`src/rtl/spi_adc_pkg.sv`:
```
// spi_adc_pkg: shared definitions for the SPI ADC poller.
//   state_t   - poller FSM states
//   CMD_*     - fixed fields of the 8-bit ADC command word
//   cmd_word  - builds {start, single-ended, ch[2:0], 000}
package spi_adc_pkg;

    typedef enum logic [2:0] {
        IDLE,
        WAIT,
        ISSUE,
        BUSY,
        STORE
    } state_t;

    localparam logic [1:0] CMD_HDR  = 2'b11;   // start bit + single-ended select
    localparam logic [2:0] CMD_TAIL = 3'b000;  // don't-care padding clocks

    function automatic logic [7:0] cmd_word(input logic [2:0] ch);
        return {CMD_HDR, ch, CMD_TAIL};
    endfunction

endpackage

```
`src/rtl/poll_counter.sv`:
```
// poll_counter: loadable down-counter used for both the inter-conversion
// interval and the SPI completion timeout.
//   clk, reset  - system clock, async active-high reset (count -> 0)
//   load        - load load_val (has priority over dec)
//   load_val    - value to load
//   dec         - decrement by one, saturating at zero
//   zero        - count == 0
module poll_counter #(
    parameter int W = 8
) (
    input  logic         clk,
    input  logic         reset,
    input  logic         load,
    input  logic [W-1:0] load_val,
    input  logic         dec,
    output logic         zero
);

    logic [W-1:0] count;

    always_ff @(posedge clk or posedge reset) begin
        if (reset)
            count <= '0;
        else if (load)
            count <= load_val;
        else if (dec && count != '0)
            count <= count - 1'b1;
    end

    assign zero = (count == '0);

endmodule

```
`src/rtl/spi_adc_poller.sv`:
```
// spi_adc_poller: round-robin scanner of an SPI ADC. After INTERVAL idle
// cycles it issues one command frame to the SPI master, waits (bounded by
// TIMEOUT) for completion, and stores the result per channel.
//   clk, reset                 - system clock, async active-high reset
//   enable                     - scanning allowed (level)
//   clear_err                  - pulse; clears timeout_err
//   spi_stb_wr, spi_to_data,
//   spi_total_len              - frame request to the SPI master
//   spi_stb_rdy, spi_from_data - frame completion from the SPI master
//   rd_addr, rd_data           - combinational result read port
//   valid                      - per-channel "holds a good sample"
//   sample_stb, sample_ch      - pulse + channel when a result is stored
//   timeout_err                - sticky SPI timeout flag
module spi_adc_poller
    import spi_adc_pkg::*;
#(
    parameter int CHANNELS  = 8,
    parameter int RES_BITS  = 12,
    parameter int TOTAL_LEN = 19,
    parameter int INTERVAL  = 1000,
    parameter int TIMEOUT   = 4096
) (
    input  logic                clk,
    input  logic                reset,
    input  logic                enable,
    input  logic                clear_err,
    output logic                spi_stb_wr,
    output logic [7:0]          spi_to_data,
    output logic [4:0]          spi_total_len,
    input  logic                spi_stb_rdy,
    input  logic [RES_BITS-1:0] spi_from_data,
    input  logic [2:0]          rd_addr,
    output logic [RES_BITS-1:0] rd_data,
    output logic [CHANNELS-1:0] valid,
    output logic                sample_stb,
    output logic [2:0]          sample_ch,
    output logic                timeout_err
);

    localparam int IV_W = $clog2(INTERVAL + 1);
    localparam int TO_W = $clog2(TIMEOUT + 1);

    state_t state, next_state;

    logic [2:0]          ch;
    logic [RES_BITS-1:0] cap_q;
    logic [RES_BITS-1:0] result [CHANNELS];

    logic iv_load, iv_dec, iv_zero;
    logic to_load, to_dec, to_zero;
    logic capture, store, tmo;

    poll_counter #(.W(IV_W)) u_interval (
        .clk      (clk),
        .reset    (reset),
        .load     (iv_load),
        .load_val (IV_W'(INTERVAL - 1)),
        .dec      (iv_dec),
        .zero     (iv_zero)
    );

    poll_counter #(.W(TO_W)) u_timeout (
        .clk      (clk),
        .reset    (reset),
        .load     (to_load),
        .load_val (TO_W'(TIMEOUT - 1)),
        .dec      (to_dec),
        .zero     (to_zero)
    );

    always_ff @(posedge clk or posedge reset) begin
        if (reset)
            state <= IDLE;
        else
            state <= next_state;
    end

    // Every entry into WAIT reloads the interval so spacing is fixed
    // regardless of which path (enable, store, timeout) got us there.
    always_comb begin
        next_state = state;
        spi_stb_wr = 1'b0;
        iv_load    = 1'b0;
        iv_dec     = 1'b0;
        to_load    = 1'b0;
        to_dec     = 1'b0;
        capture    = 1'b0;
        store      = 1'b0;
        tmo        = 1'b0;
        case (state)
            IDLE: begin
                if (enable) begin
                    next_state = WAIT;
                    iv_load    = 1'b1;
                end
            end
            WAIT: begin
                if (!enable)
                    next_state = IDLE;
                else if (iv_zero)
                    next_state = ISSUE;
                else
                    iv_dec = 1'b1;
            end
            ISSUE: begin
                spi_stb_wr = 1'b1;
                to_load    = 1'b1;
                next_state = BUSY;
            end
            // enable is deliberately ignored here: a frame in flight
            // always runs to completion or timeout.
            BUSY: begin
                if (spi_stb_rdy) begin
                    capture    = 1'b1;
                    next_state = STORE;
                end else if (to_zero) begin
                    tmo        = 1'b1;
                    iv_load    = 1'b1;
                    next_state = WAIT;
                end else begin
                    to_dec = 1'b1;
                end
            end
            STORE: begin
                store = 1'b1;
                if (enable) begin
                    iv_load    = 1'b1;
                    next_state = WAIT;
                end else begin
                    next_state = IDLE;
                end
            end
            default: next_state = IDLE;
        endcase
    end

    assign spi_to_data   = cmd_word(ch);
    assign spi_total_len = 5'(TOTAL_LEN);

    // rdy is captured in BUSY, written in STORE and announced one cycle
    // later, giving the fixed two-cycle rdy -> sample_stb latency.
    always_ff @(posedge clk or posedge reset) begin
        if (reset) begin
            ch          <= '0;
            cap_q       <= '0;
            sample_stb  <= 1'b0;
            sample_ch   <= '0;
            timeout_err <= 1'b0;
        end else begin
            sample_stb <= store;
            if (capture)
                cap_q <= spi_from_data;
            if (store)
                sample_ch <= ch;
            if (store || tmo)
                ch <= (ch == 3'(CHANNELS - 1)) ? 3'd0 : ch + 3'd1;
            // a new timeout wins over a coincident clear
            if (tmo)
                timeout_err <= 1'b1;
            else if (clear_err)
                timeout_err <= 1'b0;
        end
    end

    for (genvar n = 0; n < CHANNELS; n++) begin : g_ch
        logic [RES_BITS-1:0] res_q;
        logic                vld_q;

        always_ff @(posedge clk or posedge reset) begin
            if (reset) begin
                res_q <= '0;
                vld_q <= 1'b0;
            end else if (store && ch == 3'(n)) begin
                res_q <= cap_q;
                vld_q <= 1'b1;
            end
        end

        assign result[n] = res_q;
        assign valid[n]  = vld_q;
    end

    // addresses with no channel behind them read as zero
    always_comb begin
        rd_data = '0;
        for (int n = 0; n < CHANNELS; n++)
            if (rd_addr == 3'(n))
                rd_data = result[n];
    end

endmodule

```
`config.mk`:
```
export PLATFORM = sky130hd
export DESIGN_NAME = spi_adc_poller
export DESIGN_NICKNAME = d
export VERILOG_FILES = /design/src/rtl/spi_adc_pkg.sv /design/src/rtl/poll_counter.sv /design/src/rtl/spi_adc_poller.sv
export SDC_FILE = /design/constraint.sdc
export NUM_CORES = 1
export LEC_CHECK = 0
export ABC_AREA = 1
export CAP_MARGIN = 20
export CORE_AREA = 2 2 134 136
export CTS_CLUSTER_DIAMETER = 120
export DETAILED_ROUTE_END_ITERATION = 12
export DIE_AREA = 0 0 136 138
export PLACE_DENSITY = 0.66
export SYNTH_ARGS = -nofsm -noshare
export SYNTH_HDL_FRONTEND = slang
export SYNTH_HIERARCHICAL = 1
export SYNTH_SLANG_ARGS = --single-unit
```
`constraint.sdc`:
```
create_clock -name clk -period 6.1 [get_ports clk]
set_clock_uncertainty 0.05 [all_clocks]
set_input_delay 1.22 -clock clk [delete_from_list [all_inputs] [get_ports clk]]
set_output_delay 1.22 -clock clk [all_outputs]
set_load 0.01 [all_outputs]
```
# Word-level counts from Yosys, hierarchy flattened
# Cells that the tools add are included.
[totals]
reg_bits = 150
in_bits = 20
out_inout_bits = 39
[classes]
addsub = 3
n_eq_ne = 21
n_mux = 37
reduce_logical = 23
[ops]
columns = ["cell", "count"]
rows = [
  ["2-to-1 mux 12 bit", 8],
  ["equality test 3 bit (second input constant)", 9],
  ["2-to-1 mux 13 bit", 2],
  ["2-to-1 mux 10 bit", 2],
  ["equality test 3 x 2 -> 1 bit (second input constant)", 6],
  ["2-to-1 mux 3 bit", 6],
  ["2-to-1 mux 1 bit", 17],
  ["one-hot mux 3 bit (5 select lines)", 1],
  ["logical NOT 13 bit", 1],
  ["nonzero test 13 bit", 1],
  ["subtractor 13 x 1 -> 13 bit (second input constant)", 1],
  ["logical AND 1 bit", 10],
  ["logical NOT 10 bit", 1],
  ["nonzero test 10 bit", 1],
  ["subtractor 10 x 1 -> 10 bit (second input constant)", 1],
  ["equality test 3 x 1 -> 1 bit (second input constant)", 3],
  ["logical NOT 3 bit", 3],
  ["inequality test 3 bit (second input constant)", 2],
  ["nonzero test 2 bit", 3],
  ["adder 3 x 1 -> 3 bit (second input constant)", 1],
  ["AND reduction 3 bit", 1],
  ["inequality test 2 bit (second input constant)", 1],
  ["one-hot mux 1 bit (2 select lines)", 1],
  ["OR reduction 2 bit", 1],
  ["logical OR 1 bit", 1],
]

# Longest topological paths before layout
[depth]
depth_word = 9
depth_mapped = 12

# Cells and area by module
# The synthesis kept the hierarchy.
[modules_own_cells]
columns = ["mod", "n_inst", "cells_per_inst", "area_per_inst_um2"]
rows = [
  ["spi_adc_poller", 1, 641, 6020.8],
  ["poll_counter at u_timeout", 1, 139, 942.2],
  ["poll_counter at u_interval", 1, 119, 754.5],
]

# Least setup slack after synthesis
# No wires, ideal clock.
[synth_timing]
path_kind = "input port to output port"
start = "input rd_addr[1]"
end = "output rd_data[2]"
arrival_ns = 2.056
setup_slack_ns = 2.774
stages = 7
n_path_buf = 2
path_cell_list = "buf_4 nor2_1 buf_2 nand3_1 nand4_1 nor2_1 nand4_1"
[synth_via]
elab_chain_len = 9
[synth_rtl]
columns = ["item", "line", "source"]
rows = [
  ["from (decl)", "spi_adc_poller.sv:32", "input logic [2:0] rd_addr,"],
  ["logical NOT 3 bit", "spi_adc_poller.sv:187", "if (rd_addr == 3'(n))"],
  ["2-to-1 mux 12 bit (7 in a row)", "spi_adc_poller.sv:187", ""],
  ["2-to-1 mux 12 bit *", "spi_adc_poller.sv:187", ""],
  ["to (decl)", "spi_adc_poller.sv:33", "output logic [RES_BITS-1:0] rd_data,"],
]
# Mark *: on every way between the ends. The rest lies on a longest branch, timed or not.

# Worst setup path in the final report
[layout_timing]
start = "input rd_addr[1]"
end = "output rd_data[4]"
# The elaborated chain is that of the path after synthesis.

==> key figures <==
Run status
  • Status: finished clean

Global route
  • Pin count of the biggest net entering global routing: 87
  • Total global routing overflow: 0
  • First-pass GRT wire length: 30900 microns
  • GR Util All Layers: 0.211
  • Initial antenna violation count: 0
  • Number of global-route vias before repair: 5733

Critical path
  • Reg2reg setup slack: 3630 ps
  • Required time reported for the critical path endpoint: 4830 ps
  • Worst setup path category: in -> out
  • Endpoint type of the worst setup path: primary output
  • CP Max Fanout: 13
  • Critical Path AT: 4090 ps
  • Kind of launch point of the worst setup path: input pin

Logic synthesis
  • Largest family of logic cells by synthesized area: simple AND/OR/NAND/NOR gates
  • Netlist cell types: 32
  • Cell type with the highest aggregate area in the netlist: dfrtp_1
  • Portion of the post-synthesis area used by sequential elements: 0.486
  • Mean instance size in the synthesized netlist: 8.58 sq um
  • Flip-flop and latch count after synthesis: 150
  • Most area-consuming cells after synthesis: dfrtp_1 (49%), nand2_1 (12%), o21ai_2 (5.3%), nand4_1 (5.1%), nand3_1 (4.2%)
  • Total of warnings raised by yosys: 6
  • Number of flops mapped to enable cells by yosys: 0
  • Most used flip-flop cell after synthesis: dfrtp_1
  • Gate Count Post-Synth: 899
  • Adder-cell area share of the yosys netlist: 0.0146
  • XOR/XNOR Fraction of Synth Area: 0.00681
  • Synth Area in Simple Gates: 0.288
  • Top cell type's share of synthesized area: 0.486
  • Proportion of register bits with asynchronous set or reset after synthesis: 1.00
  • Mux share of post-synthesis cell area: 0
  • Area fraction in compound gates after synthesis: 0.109
  • Cell area after synthesis: 0.00772 sq mm

CTS
  • Clock-pin slew on the worst setup and hold paths: 60 ps
  • CTS Root Buffer Type: clkbuf_16
  • CTS tree: done
  • Level count of the clock H-tree: 4
  • Clock buffers created by TritonCTS: 17
  • Maximum number of buffers from clock root to sink: 2
  • Cts repair resizes: 0
  • CTS Hold Bufs: 0
  • Setup fix buffers added after clock tree synthesis: 0
  • Clock latency on the worst-skew pair: 430 ps
  • TritonCTS sink count: 150

Timing
  • Final Hold Violating Endpoints: 0
  • Pin slew with the least headroom to its limit: 997 ps
  • Total of endpoints with negative setup slack in the final report: 0
  • Fraction of the cycle the final worst path needs: 0.879
  • Headroom to the max-slew limit: 0.333
  • Final Max Slew Viols: 0
  • Achievable frequency: 0.187 GHz
  • Accumulated negative setup slack: 0 ps
  • Final critical path time including I/O delays and setup: 5360 ps
  • RSZ-0062 raised after global routing: no

Layout
  • Filler cell count: 1695
  • Antenna cells: 0
  • Footprint of the flip-flops and latches: 0.00375 sq mm
  • Nets@finish: 971
  • Share of layout cells above drive strength 1: 0.128
  • Area overhead of the layout relative to synthesis: 13.9%
  • Combined area of the multi-input logic cells: 0.00336 sq mm

Die
  • I/O pin total: 59
  • Starting density of the core: 0.440
  • Area enclosed by the die boundary: 0.0188 sq mm
  • Number of placement rows: 49
  • Die width: 136 microns
  • Die Y: 138 microns
  • Floorplan core area: 0.0175 sq mm

Pwr
  • Lkg Pwr: 0.00408 uW
  • Power per cell area: 411 mW/mm^2
  • Overall Power: 3610 uW
  • Largest voltage drop on the vdd net: 0.207 mV

Drt
  • Vias: 6006
  • Detailed-routing iteration count for the pre-antenna-repair pass: 5
  • Antenna viol nets, final: 0
  • Avg WL per Cell: 15.6 microns
  • Number of design rule violations left after detail routing: 0
  • Final wirelength: 18400 microns
  • Via density: 5.08
  • Count of routing violations after the opening detailed-route iteration: 476

Placed design
  • DPL Wire Length: 12300 microns
  • Routability congestion estimate from global placement: 0.850
  • Count of input and output buffers: 48

Job
  • Reported max-cap violation count: 0

Worst hold path
  • Worst hold path type: reg -> reg
## critical path: stages
cell             delay [ps]
clkdlybuf4s50_1         570
nor2_1                  840
nand2_1                 530
nor2_1                  220
nor2_1                   70
nand4_1                  80
clkdlybuf4s50_1         540
## synth_stat cells, types with 2 or more instances
cell and number:
inv_1 66, nand4_1 63, nor3_1 3, ha_1 9, or2_2 3, buf_2 13, inv_2 6, clkbuf_1 6
nor2_4 4, o21ai_0 53, buf_4 20, nor3_2 3, buf_6 17, o21ai_2 47, nand3_1 64, o21ai_1 29
xor2_1 5, nand2_2 5, nand2_1 249, buf_1 3, conb_1 2, nand2_4 6, nand3_4 6, nor2_1 53
dfrtp_1 150, nor2_2 5, nand3b_1 4
## metrics by stage
stage / hold slack (ps) / setup WS, ps / std cells / instance area [sq um] / utilization
6_report: 409 / 739 / 1183 / 8790 / 0.501
4_1_cts: 417 / 795 / 1183 / 8790 / 0.501
5_1_grt: 437 / 569 / 1183 / 8790 / 0.501
3_5_place_dp: 400 / 808 / 1152 / 8200 / 0.468
2_1_floorplan: 385 / 1450 / 930 / 7830 / -
3_3_place_gp: 398 / 869 / 1152 / 8200 / 0.468
## cells in the final DEF (no fill, tap or decap), drive strengths merged, types with 5 or more instances in the layout
cell / synthesis / routed
clkbuf: 6 / 19
dfrtp: 150 / 150
conb: 2 / 33
nand4: 63 / 63
nor2: 62 / 62
nor3: 6 / 6
nand3: 70 / 70
clkdlybuf4s50: 0 / 48
nand2: 260 / 260
o21ai: 129 / 129
ha: 9 / 9
clkinv: 0 / 5
inv: 73 / 77
xor2: 5 / 5
## state kept, by name (all words and copies together), names as in the netlist
| name | cells |
|---|---|
| g_ch.res_q | 96 |
| u_timeout/count | 13 |
| cap_q | 12 |
| u_interval/count | 10 |
| g_ch.vld_q | 8 |
| ch | 3 |
| sample_ch | 3 |
| state | 3 |
| sample_stb | 1 |
| timeout_err | 1 |
## final timing paths
path                                     start                  end  cells past startpoint
max                                 rd_addr[1]           rd_data[4]                      7
min                              g_ch[0].vld_q        g_ch[0].vld_q                      2
max reg2reg                u_interval/count[0]  u_interval/count[7]                     11
min reg2reg                      g_ch[0].vld_q        g_ch[0].vld_q                      2
max in group asynchronous                reset     g_ch[2].res_q[8]                      3
min in group asynchronous                reset  u_interval/count[2]                      2
## per-layer routing
metal | global-route usage | vias to the layer above | part of all wire
li1 | - | 3010 | -
met1 | 0.302 | 2840 | 0.47
met2 | 0.323 | 132 | 0.47
met3 | 0.0352 | 24 | 0.035
met4 | 0.0729 | 0 | 0.020
met5 | 0 | - | 0
## cell type report
class | instances | share of cell area
clock buffers | 19 | 0.0504
clock inverters | 12 | 0.0165
inverters | 73 | 0.0332
multi-input cells | 648 | 0.382
flip-flops and latches | 150 | 0.427
well taps | 229 | 0.0326
repair buffers | 52 | 0.0581
## cell families (layout without fill, tap and decap cells)
group,after synthesis,after routing
AOI/OAI and AO/OA,132,132
and+or+nand+nor,468,468
xor gates and xnor gates,6,6
adders and majority gates,9,9
other,2,33
DFF,150,150
buffers and inverters,132,156
## power breakdown
| part | internal, uW | switching (uW) | leakage, uW | total (uW) |
|---|---|---|---|---|
| logic | 389 | 757 | 0.00179 | 1150 |
| registers | 1230 | 181 | 0.00201 | 1410 |
| clock network | 619 | 437 | 0.000286 | 1060 |
| total | 2240 | 1370 | 0.00408 | 3610 |
Note: power is estimated with default switching activity, not from simulation.
